[src/rtl/exec_stage_if.sv]
// Execute-stage bus: upstream operand handshake plus downstream result handshake.
// master = producer of operands / consumer of results, slave = exec_stage.
interface exec_stage_if #(
  parameter int DWIDTH = 32,
  parameter int RWIDTH = 6,
  parameter int OPW    = 4
);
  logic              in_valid;
  logic              in_ready;
  logic [OPW-1:0]    alu_op;
  logic [DWIDTH-1:0] opA;
  logic [DWIDTH-1:0] opB;
  logic [DWIDTH-1:0] opBwd;
  logic [RWIDTH-1:0] wa_in;
  logic              out_valid;
  logic              out_ready;
  logic [DWIDTH-1:0] result;
  logic [DWIDTH-1:0] st_data;
  logic [RWIDTH-1:0] wa_out;
  logic              zero;
  logic              ovf;
  logic              ill_op;

  modport master (
    output in_valid, alu_op, opA, opB, opBwd, wa_in, out_ready,
    input  in_ready, out_valid, result, st_data, wa_out, zero, ovf, ill_op
  );

  modport slave (
    input  in_valid, alu_op, opA, opB, opBwd, wa_in, out_ready,
    output in_ready, out_valid, result, st_data, wa_out, zero, ovf, ill_op
  );
endinterface

[src/rtl/exec_stage.sv]
// Execute stage: single-cycle ALU or iterative shift-add multiply feeding a
// valid/ready output register. Optional multiplier is enabled by defining
// EXEC_MUL_EN; without it opcode 9 is treated as illegal with latency 1.
module exec_stage #(
  parameter int DWIDTH = 32,
  parameter int RWIDTH = 6,
  parameter int OPW    = 4
) (
  input logic        clk,
  input logic        rst_n,
  exec_stage_if.slave bus
);
  localparam int SHW = $clog2(DWIDTH);

  localparam logic [OPW-1:0] OP_ADD = OPW'(0);
  localparam logic [OPW-1:0] OP_SUB = OPW'(1);
  localparam logic [OPW-1:0] OP_AND = OPW'(2);
  localparam logic [OPW-1:0] OP_OR  = OPW'(3);
  localparam logic [OPW-1:0] OP_XOR = OPW'(4);
  localparam logic [OPW-1:0] OP_SLL = OPW'(5);
  localparam logic [OPW-1:0] OP_SRL = OPW'(6);
  localparam logic [OPW-1:0] OP_SRA = OPW'(7);
  localparam logic [OPW-1:0] OP_SLT = OPW'(8);

  logic              out_valid_q;
  logic [DWIDTH-1:0] result_q;
  logic [DWIDTH-1:0] st_data_q;
  logic [RWIDTH-1:0] wa_out_q;
  logic              zero_q;
  logic              ovf_q;
  logic              ill_q;

  logic [DWIDTH-1:0] sum;
  logic [DWIDTH-1:0] diff;
  logic [DWIDTH-1:0] alu_res;
  logic              alu_ovf;
  logic              alu_ill;
  logic [SHW-1:0]    shamt;
  logic              in_ready;
  logic              alu_load;
  logic              out_xfer;

  assign sum      = bus.opA + bus.opB;
  assign diff     = bus.opA - bus.opB;
  assign shamt    = bus.opB[SHW-1:0];
  assign out_xfer = out_valid_q & bus.out_ready;

  // Single-cycle ALU; anything not decoded here (including MUL) is flagged illegal,
  // but MUL never takes this path when the multiplier is present.
  always_comb begin
    alu_res = '0;
    alu_ovf = 1'b0;
    alu_ill = 1'b0;
    case (bus.alu_op)
      OP_ADD: begin
        alu_res = sum;
        alu_ovf = (bus.opA[DWIDTH-1] == bus.opB[DWIDTH-1]) && (sum[DWIDTH-1] != bus.opA[DWIDTH-1]);
      end
      OP_SUB: begin
        alu_res = diff;
        alu_ovf = (bus.opA[DWIDTH-1] != bus.opB[DWIDTH-1]) && (diff[DWIDTH-1] != bus.opA[DWIDTH-1]);
      end
      OP_AND:  alu_res = bus.opA & bus.opB;
      OP_OR:   alu_res = bus.opA | bus.opB;
      OP_XOR:  alu_res = bus.opA ^ bus.opB;
      OP_SLL:  alu_res = bus.opA << shamt;
      OP_SRL:  alu_res = bus.opA >> shamt;
      OP_SRA:  alu_res = $unsigned($signed(bus.opA) >>> shamt);
      OP_SLT:  alu_res = {{(DWIDTH-1){1'b0}}, ($signed(bus.opA) < $signed(bus.opB))};
      default: alu_ill = 1'b1;
    endcase
  end

`ifdef EXEC_MUL_EN
  localparam logic [OPW-1:0] OP_MUL = OPW'(9);

  typedef enum logic [1:0] {IDLE, MUL, HOLD} state_t;
  state_t state, state_nxt;

  logic [DWIDTH-1:0] acc;
  logic [DWIDTH-1:0] mcand;
  logic [DWIDTH-1:0] mplier;
  logic [DWIDTH-1:0] step_acc;
  logic [DWIDTH-1:0] mul_res;
  logic [DWIDTH-1:0] mst_data;
  logic [RWIDTH-1:0] mwa;
  logic [SHW-1:0]    cnt;
  logic              last;
  logic              start_mul;
  logic              mul_load;

  assign step_acc = acc + (mplier[0] ? mcand : '0);
  assign last     = (cnt == SHW'(DWIDTH - 1));
  // HOLD parks the finished product in acc; in MUL the last step feeds the register directly.
  assign mul_res  = (state == HOLD) ? acc : step_acc;

  // State register
  always_ff @(posedge clk) begin
    if (!rst_n) state <= IDLE;
    else        state <= state_nxt;
  end

  // Next state, input handshake and output-register load strobes
  always_comb begin
    state_nxt = state;
    in_ready  = 1'b0;
    start_mul = 1'b0;
    alu_load  = 1'b0;
    mul_load  = 1'b0;
    case (state)
      IDLE: begin
        in_ready = rst_n & (~out_valid_q | bus.out_ready);
        if (bus.in_valid && in_ready) begin
          if (bus.alu_op == OP_MUL) begin
            start_mul = 1'b1;
            state_nxt = MUL;
          end else begin
            alu_load = 1'b1;
          end
        end
      end
      MUL: begin
        if (last) begin
          if (!out_valid_q || bus.out_ready) begin
            mul_load  = 1'b1;
            state_nxt = IDLE;
          end else begin
            state_nxt = HOLD;
          end
        end
      end
      HOLD: begin
        if (bus.out_ready) begin
          mul_load  = 1'b1;
          state_nxt = IDLE;
        end
      end
      default: state_nxt = IDLE;
    endcase
  end

  // Shift-add datapath: one partial product per cycle, LSB of multiplier first
  always_ff @(posedge clk) begin
    if (!rst_n) begin
      acc      <= '0;
      mcand    <= '0;
      mplier   <= '0;
      cnt      <= '0;
      mst_data <= '0;
      mwa      <= '0;
    end else if (start_mul) begin
      acc      <= '0;
      mcand    <= bus.opA;
      mplier   <= bus.opB;
      cnt      <= '0;
      mst_data <= bus.opBwd;
      mwa      <= bus.wa_in;
    end else if (state == MUL) begin
      acc    <= step_acc;
      mcand  <= mcand << 1;
      mplier <= mplier >> 1;
      cnt    <= cnt + SHW'(1);
    end
  end
`else
  assign in_ready = rst_n & (~out_valid_q | bus.out_ready);
  assign alu_load = bus.in_valid & in_ready;
`endif

  // Output register: loads a new result (possibly while the old one transfers),
  // otherwise holds everything and only drops valid on transfer
  always_ff @(posedge clk) begin
    if (!rst_n) begin
      out_valid_q <= 1'b0;
      result_q    <= '0;
      st_data_q   <= '0;
      wa_out_q    <= '0;
      zero_q      <= 1'b0;
      ovf_q       <= 1'b0;
      ill_q       <= 1'b0;
    end else if (alu_load) begin
      out_valid_q <= 1'b1;
      result_q    <= alu_res;
      st_data_q   <= bus.opBwd;
      wa_out_q    <= bus.wa_in;
      zero_q      <= (alu_res == '0);
      ovf_q       <= alu_ovf;
      ill_q       <= alu_ill;
`ifdef EXEC_MUL_EN
    end else if (mul_load) begin
      out_valid_q <= 1'b1;
      result_q    <= mul_res;
      st_data_q   <= mst_data;
      wa_out_q    <= mwa;
      zero_q      <= (mul_res == '0);
      ovf_q       <= 1'b0;
      ill_q       <= 1'b0;
`endif
    end else if (out_xfer) begin
      out_valid_q <= 1'b0;
    end
  end

  assign bus.in_ready  = in_ready;
  assign bus.out_valid = out_valid_q;
  assign bus.result    = result_q;
  assign bus.st_data   = st_data_q;
  assign bus.wa_out    = wa_out_q;
  assign bus.zero      = zero_q;
  assign bus.ovf       = ovf_q;
  assign bus.ill_op    = ill_q;
endmodule
[src/flat_wrapper.sv]
// flat-port wrapper written by rule: the top's interface ports become plain ports
module exec_stage_flat 
#(
  parameter int DWIDTH = 32,
  parameter int RWIDTH = 6,
  parameter int OPW    = 4
)
  (clk, rst_n, bus_in_valid, bus_alu_op, bus_opA, bus_opB, bus_opBwd, bus_wa_in, bus_out_ready, bus_in_ready, bus_out_valid, bus_result, bus_st_data, bus_wa_out, bus_zero, bus_ovf, bus_ill_op);
  exec_stage_if #(.DWIDTH(DWIDTH), .RWIDTH(RWIDTH), .OPW(OPW)) bus_i ();
  input logic clk;
  input logic rst_n;
  input wire logic [$bits(bus_i.in_valid)-1:0] bus_in_valid;
  input wire logic [$bits(bus_i.alu_op)-1:0] bus_alu_op;
  input wire logic [$bits(bus_i.opA)-1:0] bus_opA;
  input wire logic [$bits(bus_i.opB)-1:0] bus_opB;
  input wire logic [$bits(bus_i.opBwd)-1:0] bus_opBwd;
  input wire logic [$bits(bus_i.wa_in)-1:0] bus_wa_in;
  input wire logic [$bits(bus_i.out_ready)-1:0] bus_out_ready;
  output wire logic [$bits(bus_i.in_ready)-1:0] bus_in_ready;
  output wire logic [$bits(bus_i.out_valid)-1:0] bus_out_valid;
  output wire logic [$bits(bus_i.result)-1:0] bus_result;
  output wire logic [$bits(bus_i.st_data)-1:0] bus_st_data;
  output wire logic [$bits(bus_i.wa_out)-1:0] bus_wa_out;
  output wire logic [$bits(bus_i.zero)-1:0] bus_zero;
  output wire logic [$bits(bus_i.ovf)-1:0] bus_ovf;
  output wire logic [$bits(bus_i.ill_op)-1:0] bus_ill_op;
  assign bus_i.in_valid = bus_in_valid;
  assign bus_i.alu_op = bus_alu_op;
  assign bus_i.opA = bus_opA;
  assign bus_i.opB = bus_opB;
  assign bus_i.opBwd = bus_opBwd;
  assign bus_i.wa_in = bus_wa_in;
  assign bus_i.out_ready = bus_out_ready;
  assign bus_in_ready = bus_i.in_ready;
  assign bus_out_valid = bus_i.out_valid;
  assign bus_result = bus_i.result;
  assign bus_st_data = bus_i.st_data;
  assign bus_wa_out = bus_i.wa_out;
  assign bus_zero = bus_i.zero;
  assign bus_ovf = bus_i.ovf;
  assign bus_ill_op = bus_i.ill_op;
  exec_stage #(.DWIDTH(DWIDTH), .RWIDTH(RWIDTH), .OPW(OPW)) u_core (.clk(clk), .rst_n(rst_n), .bus(bus_i));
endmodule
[config.mk]
export PLATFORM = sky130hd
export DESIGN_NAME = exec_stage_flat
export DESIGN_NICKNAME = d
export VERILOG_FILES = /design/src/rtl/exec_stage_if.sv /design/src/rtl/exec_stage.sv /design/src/flat_wrapper.sv
export SDC_FILE = /design/constraint.sdc
export NUM_CORES = 1
export LEC_CHECK = 0
export ABC_AREA = 1
export CORE_MARGIN = 5
export CORE_UTILIZATION = 50
export CTS_CLUSTER_SIZE = 20
export DETAILED_ROUTE_END_ITERATION = 6
export HOLD_SLACK_MARGIN = 0.1
export PLACE_DENSITY = 0.71
export RECOVER_POWER = 50
export SYNTH_ARGS = -nofsm -noshare
export SYNTH_HDL_FRONTEND = slang
export SYNTH_SLANG_ARGS = --single-unit
[constraint.sdc]
create_clock -name clk -period 3.1 [get_ports clk]
set_clock_uncertainty 0.05 [all_clocks]
set_input_delay 0.31 -clock clk [delete_from_list [all_inputs] [get_ports clk]]
set_output_delay 0.31 -clock clk [all_outputs]
set_load 0.01 [all_outputs]
# After elaboration in Yosys (flattened, before gate mapping)
# Index checks and enable logic that the tools add are counted.
dict set report totals {
  reg_bits 74
  word_cells 44
}
dict set report classes {
  magnitude_cmp 1
  addsub 2
  n_reduce_logical 6
  n_mux 5
  bitwise_logic 8
  shift 3
  eq_ne 12
}
# cell count
set ops {}
lappend ops {{$pmux W32 S9} 1}
lappend ops {{$add A32 B32 Y32} 1}
lappend ops {{$and A32 B32 Y32} 1}
lappend ops {{$logic_not A32 Y1} 1}
lappend ops {{$lt A32 B32 Y1} 1}
lappend ops {{$or A32 B32 Y32} 1}
lappend ops {{$shl A32 B5 Y32} 1}
lappend ops {{$shr A32 B5 Y32} 1}
lappend ops {{$sshr A32 B5 Y32} 1}
lappend ops {{$sub A32 B32 Y32} 1}
lappend ops {{$xor A32 B32 Y32} 1}
lappend ops {{$eq A4 B3 Y1 const B} 4}
lappend ops {{$reduce_or A9 Y1} 1}
lappend ops {{$eq A4 B2 Y1 const B} 2}
lappend ops {{$eq A4 B1 Y1 const B} 1}
lappend ops {{$eq A4 B4 Y1 const B} 1}
lappend ops {{$logic_not A4 Y1} 1}
lappend ops {{$and A1 B1 Y1} 3}
lappend ops {{$mux W1} 3}
lappend ops {{$ne A1 B1 Y1} 3}
lappend ops {{$logic_and A1 B1 Y1} 2}
lappend ops {{$pmux W1 S2} 1}
lappend ops {{$reduce_bool A2 Y1} 1}
lappend ops {{$eq A1 B1 Y1} 1}
lappend ops {{2 further kinds} 2}

# Logic depth before layout (Yosys ltp)
# Gate-level depths: netlist of the first run.
dict set report logic_depth {
  ltp_word 5
  mapped_depth 25
}

# Least setup slack after synthesis of the first run
# No wires, ideal clock.
dict set report synth_timing {
  kind {input port to flip-flop}
  start {input bus_opB[3]}
  end {register u_core.zero_q (netlist: u_core.bus.zero)}
  arrival_ns 2.559
  t_required_ns 2.991
  stages 25
  setup_slack_ns 0.432
  setup_ns 0.059
  cell_sequence {buf_2 inv_2 buf_2 buf_2 ha_1 buf_2 nor2_1 nand2_1 inv_1 nand3_1 nand2_1 nand2_1 nand2_1 nand2_1 nand3_1 nand2_1 inv_1 nand2_1 nor2_1 nand2_1 nor2_1 nand2_1 nor2_1 nand3_1 nand2_1}
}
dict set report synth_between {
  elab_chain_cells 3
  elab_cells_between_ends 11
  cone_classes {2 x add/sub; 1 x order compare; 3 x shift; 1 x mux; 3 x bitwise; 1 x reduce/logical}
}
# item line_no
set synth_rtl {}
lappend synth_rtl {{start: declaration} flat_wrapper.sv:15} ;# input wire logic [$bits(bus_i.opB)-1:0] bus_opB;
lappend synth_rtl {{$sub A32 B32 Y32 (tied with other cells)} exec_stage.sv:44} ;# assign diff = bus.opA - bus.opB;
lappend synth_rtl {{$pmux W32 S9 (*)} exec_stage.sv:54} ;# case (bus.alu_op)
lappend synth_rtl {{$logic_not A32 Y1 (*)} exec_stage.sv:186} ;# zero_q <= (alu_res == '0);
lappend synth_rtl {{end signal: assignment} exec_stage.sv:186}
lappend synth_rtl {{end: declaration} exec_stage.sv:29} ;# logic zero_q;
# Every way passes the cells marked *; elsewhere a longest branch is shown, timed or not.
# A chain may end at the register's enable or synchronous reset.

# Final worst setup path of the first run
dict set report layout_timing {
  start {input bus_opA[16]}
  end {register u_core.zero_q (netlist: u_core.bus.zero)}
}
dict set report layout_between {
  elab_chain_cells 3
  elab_cells_between_ends 11
  cone_classes {2 x add/sub; 1 x order compare; 3 x shift; 1 x mux; 3 x bitwise; 1 x reduce/logical}
}
# item line_no
set layout_rtl {}
lappend layout_rtl {{start: declaration} flat_wrapper.sv:14} ;# input wire logic [$bits(bus_i.opA)-1:0] bus_opA;
lappend layout_rtl {{$sub A32 B32 Y32 (tied with other cells)} exec_stage.sv:44}
lappend layout_rtl {{$pmux W32 S9 (*)} exec_stage.sv:54}
lappend layout_rtl {{$logic_not A32 Y1 (*)} exec_stage.sv:186}
# Marks and branches as above.

==> results.ini, run 1 <==
[cells_and_area]
areaGrowthSynthToFinish_pct = 43.88
drive_above_1_share_pct = 19.39
final_core_util_pct = 72.29
nets = 2912
stdcell_area_um2 = 17430
instances_no_fill = 3033

[synthesis]
postSynthAreaPerCell_um2 = 5.434
ys_top_cells_by_area = nand2_1 (22%), nand3_1 (16%), dfxtp_1 (12%)
synth_edf_count = 0
synthCells = 2229
synth_warnings = 0
yosysMostFrequentCell = nand2_1
synth_area_um2 = 12110
synthTopCellsByCount = nand2_1 (719), nand3_1 (380), nor2_1 (217)
yosysUniqueCellTypes = 50
ys_async_sr_fraction_pct = 0
synth_top_cell_area_share_pct = 22.28
synth-main-ff-cell = dfxtp_1
yosys.area.top_type = nand2_1
ys_ff_latch = 74
syn_nets = 2438
ys_seq_area_share_pct = 12.23

[critical_path]
worst_path_most_repeated_cell = nand3_1
crit_type = input port to register
path_cells = clkdlybuf4s50_1, inv_1, ha_1, nor2_2, buf_4, nand2_1, nor2_2, buf_4, nand3_1, nand3_1, nand2_1, nand3_1, nand3_1, nor2_2, nand3_1, nor2_1, nand3_1, nand2_1
startpoint_type = input port
worst_ep_arrival_time_ps = 3290
critPathRequiredTime_ps = 3330
critPathMaxStageDelay_ps = 550
crit_fanout = 6
crit_slowest_cell = clkdlybuf4s50_1
cp-end-kind = register

[sta]
setup_violations = 0
worst_pin_slew_ps = 848.2
hold_slack_ps = 406.1
timing_hold_violations_final = 0
min_period_ps = 3061
fin_tns_setup_ps = 0
fmax_ghz = 0.3267
worst_slack_ps = 39.27
finalMaxSlewViolations = 0
max_slew_margin_pct = 43.32
timing.final.crit_share_pct = 98.73

[routing]
vias = 18220
avgViaCountPerCell = 6.006
post-route-drc-count = 45
ant_nets = 0
drt_first_pass_iters = 7
routed_wirelength_um = 65200
drt-wirelength-per-cell_um = 21.50
drt_iter0_markers = 2505

[die]
die_area_um2 = 27440
dieWidth_um = 165.6
start_util_pct = 50.24
die_h_um = 165.6
core_um2 = 24110
io_pins = 185
rows = 57

[power]
p_leak_nw = 9.279
power_density_nw_per_um2 = 294.7
peakVddDrop_uv = 323.7
totalPowerFinal_mw = 5.136

[place]
gp_congestion = 1.104
placed_area_um2 = 16760
hpwl_um = 51790
portBuffers = 184
dp_slack_ps = -600.6
dp_cells = 3013

[clocking]
cts_sinks = 74
cts_buffers = 9
htree_levels = 3
clk_pin_slew_worst_paths_ps = 60
clk_latency_ps = 340
clockRootBuffer = clkbuf_16
postCtsHoldBufs = 0
tritoncts = built
clockBufferDepth = 2

[global_routing]
grt_pass1_vias = 17150
grt_pass1_wl_um = 96340
antenna_found_initial = 3
track_usage_pct = 44.03
grt_max_degree = 68
globalRouteOverflowTotal = 0

[run]
drv_cap = 0

[run_status]
failed_checks = DRC
status = complete, but fails checks

[worst_hold_path]
hp-class = register to register

-- worst max-delay path, delay by kind of cell --
family	cells	cell delay, ps
AND/OR/NAND/NOR	13	1640
buffers and inverters	4	930
adder cells (fa/ha/maj)	1	400
-- path summary, 6_finish.rpt --
| path | start | end | slack [ps] | depth (start not counted) |
|---|---|---|---|---|
| max | bus_opA[16] | u_core.bus.zero | 40 | 18 |
| min | u_core.bus.result[25] | u_core.bus.result[25] | 410 | 2 |
| max reg2reg | u_core.bus.out_valid | u_core.bus.st_data[11] | 830 | 6 |
| min reg2reg | u_core.bus.result[25] | u_core.bus.result[25] | 410 | 2 |
-- placed cells by master (no fill, tap or decap), types with 14 or more instances in the layout --
cell | netlist | routed
a21oi_1 | 100 | 94
a22o_1 | 54 | 54
buf_4 | 16 | 378
clkdlybuf4s50_1 | 0 | 102
dfxtp_1 | 74 | 74
dlygate4sd3_1 | 0 | 74
ha_1 | 97 | 77
inv_1 | 216 | 215
inv_2 | 13 | 14
nand2_1 | 719 | 715
nand2_2 | 17 | 21
nand3_1 | 380 | 367
nand3_2 | 3 | 15
nand4_1 | 27 | 27
nor2_1 | 217 | 196
nor2_2 | 6 | 24
nor3_1 | 25 | 25
o21ai_0 | 67 | 64
o21ai_1 | 19 | 22
o22ai_1 | 14 | 14
-- flip-flops by register name, summed over array words and instances, names as in the netlist --
signal	count
u_core.bus.ovf	1
u_core.bus.wa_out	6
u_core.bus.ill_op	1
u_core.bus.st_data	32
u_core.bus.out_valid	1
u_core.bus.zero	1
u_core.bus.result	32
-- repair_timing --
item,CTS,global route
pin swaps,0,7
resized for setup,8,77
setup buffers,0,3
setup endpoints to repair,3,13
-- cell families (layout without fill, tap and decap cells) --
kind of cell / after synthesis / count (layout) / synth area share [%]
DFF: 74 / 74 / 12.23
adders and majority gates: 99 / 99 / 10.35
buffers and inverters: 342 / 821 / 12.13
xor gates and xnor gates: 7 / 7 / 0.5062
other: 0 / 1 / 0
and+or+nand+nor: 1411 / 1411 / 49.64
AOI/OAI and AO/OA: 296 / 296 / 15.14
-- layout make-up --
type | instances | area, um2
antenna | 1 | 2.502
clock buffer | 10 | 239.0
clock inverter | 6 | 88.84
fill | 2175 | 6679
inverter | 233 | 879.6
multi-input combinational | 1813 | 9463
sequential | 74 | 1481
tap | 324 | 405.4
timing repair buffer | 572 | 4867
-- power breakdown --
| group | leakage (nW) | switching [mW] | internal, mW |
|---|---|---|---|
| registers | 0.607 | 0.0395 | 1.02 |
| clock network | 0.155 | 0.426 | 0.728 |
| logic | 8.52 | 1.71 | 1.22 |
| total | 9.28 | 2.17 | 2.96 |
-- metal layers --
layer,track usage (%),vias up,share of wire (%)
li1,-,8255,-
met1,54.70,8261,36
met2,69.16,1339,43
met3,12.87,358,14
met4,22.96,4,6.7
met5,0,-,0.038
Note: power is estimated with default switching activity, not from simulation.
==> run 2, diff against run 1 <==
--- a/config.mk
+++ b/config.mk
@@ -13,6 +13,7 @@
 export HOLD_SLACK_MARGIN = 0.1
 export PLACE_DENSITY = 0.71
 export RECOVER_POWER = 50
+export SLEW_MARGIN = 20
 export SYNTH_ARGS = -nofsm -noshare
 export SYNTH_HDL_FRONTEND = slang
 export SYNTH_SLANG_ARGS = --single-unit
==> results of run 2 <==
Final layout, timing and power as in run 1 (identical DEF).
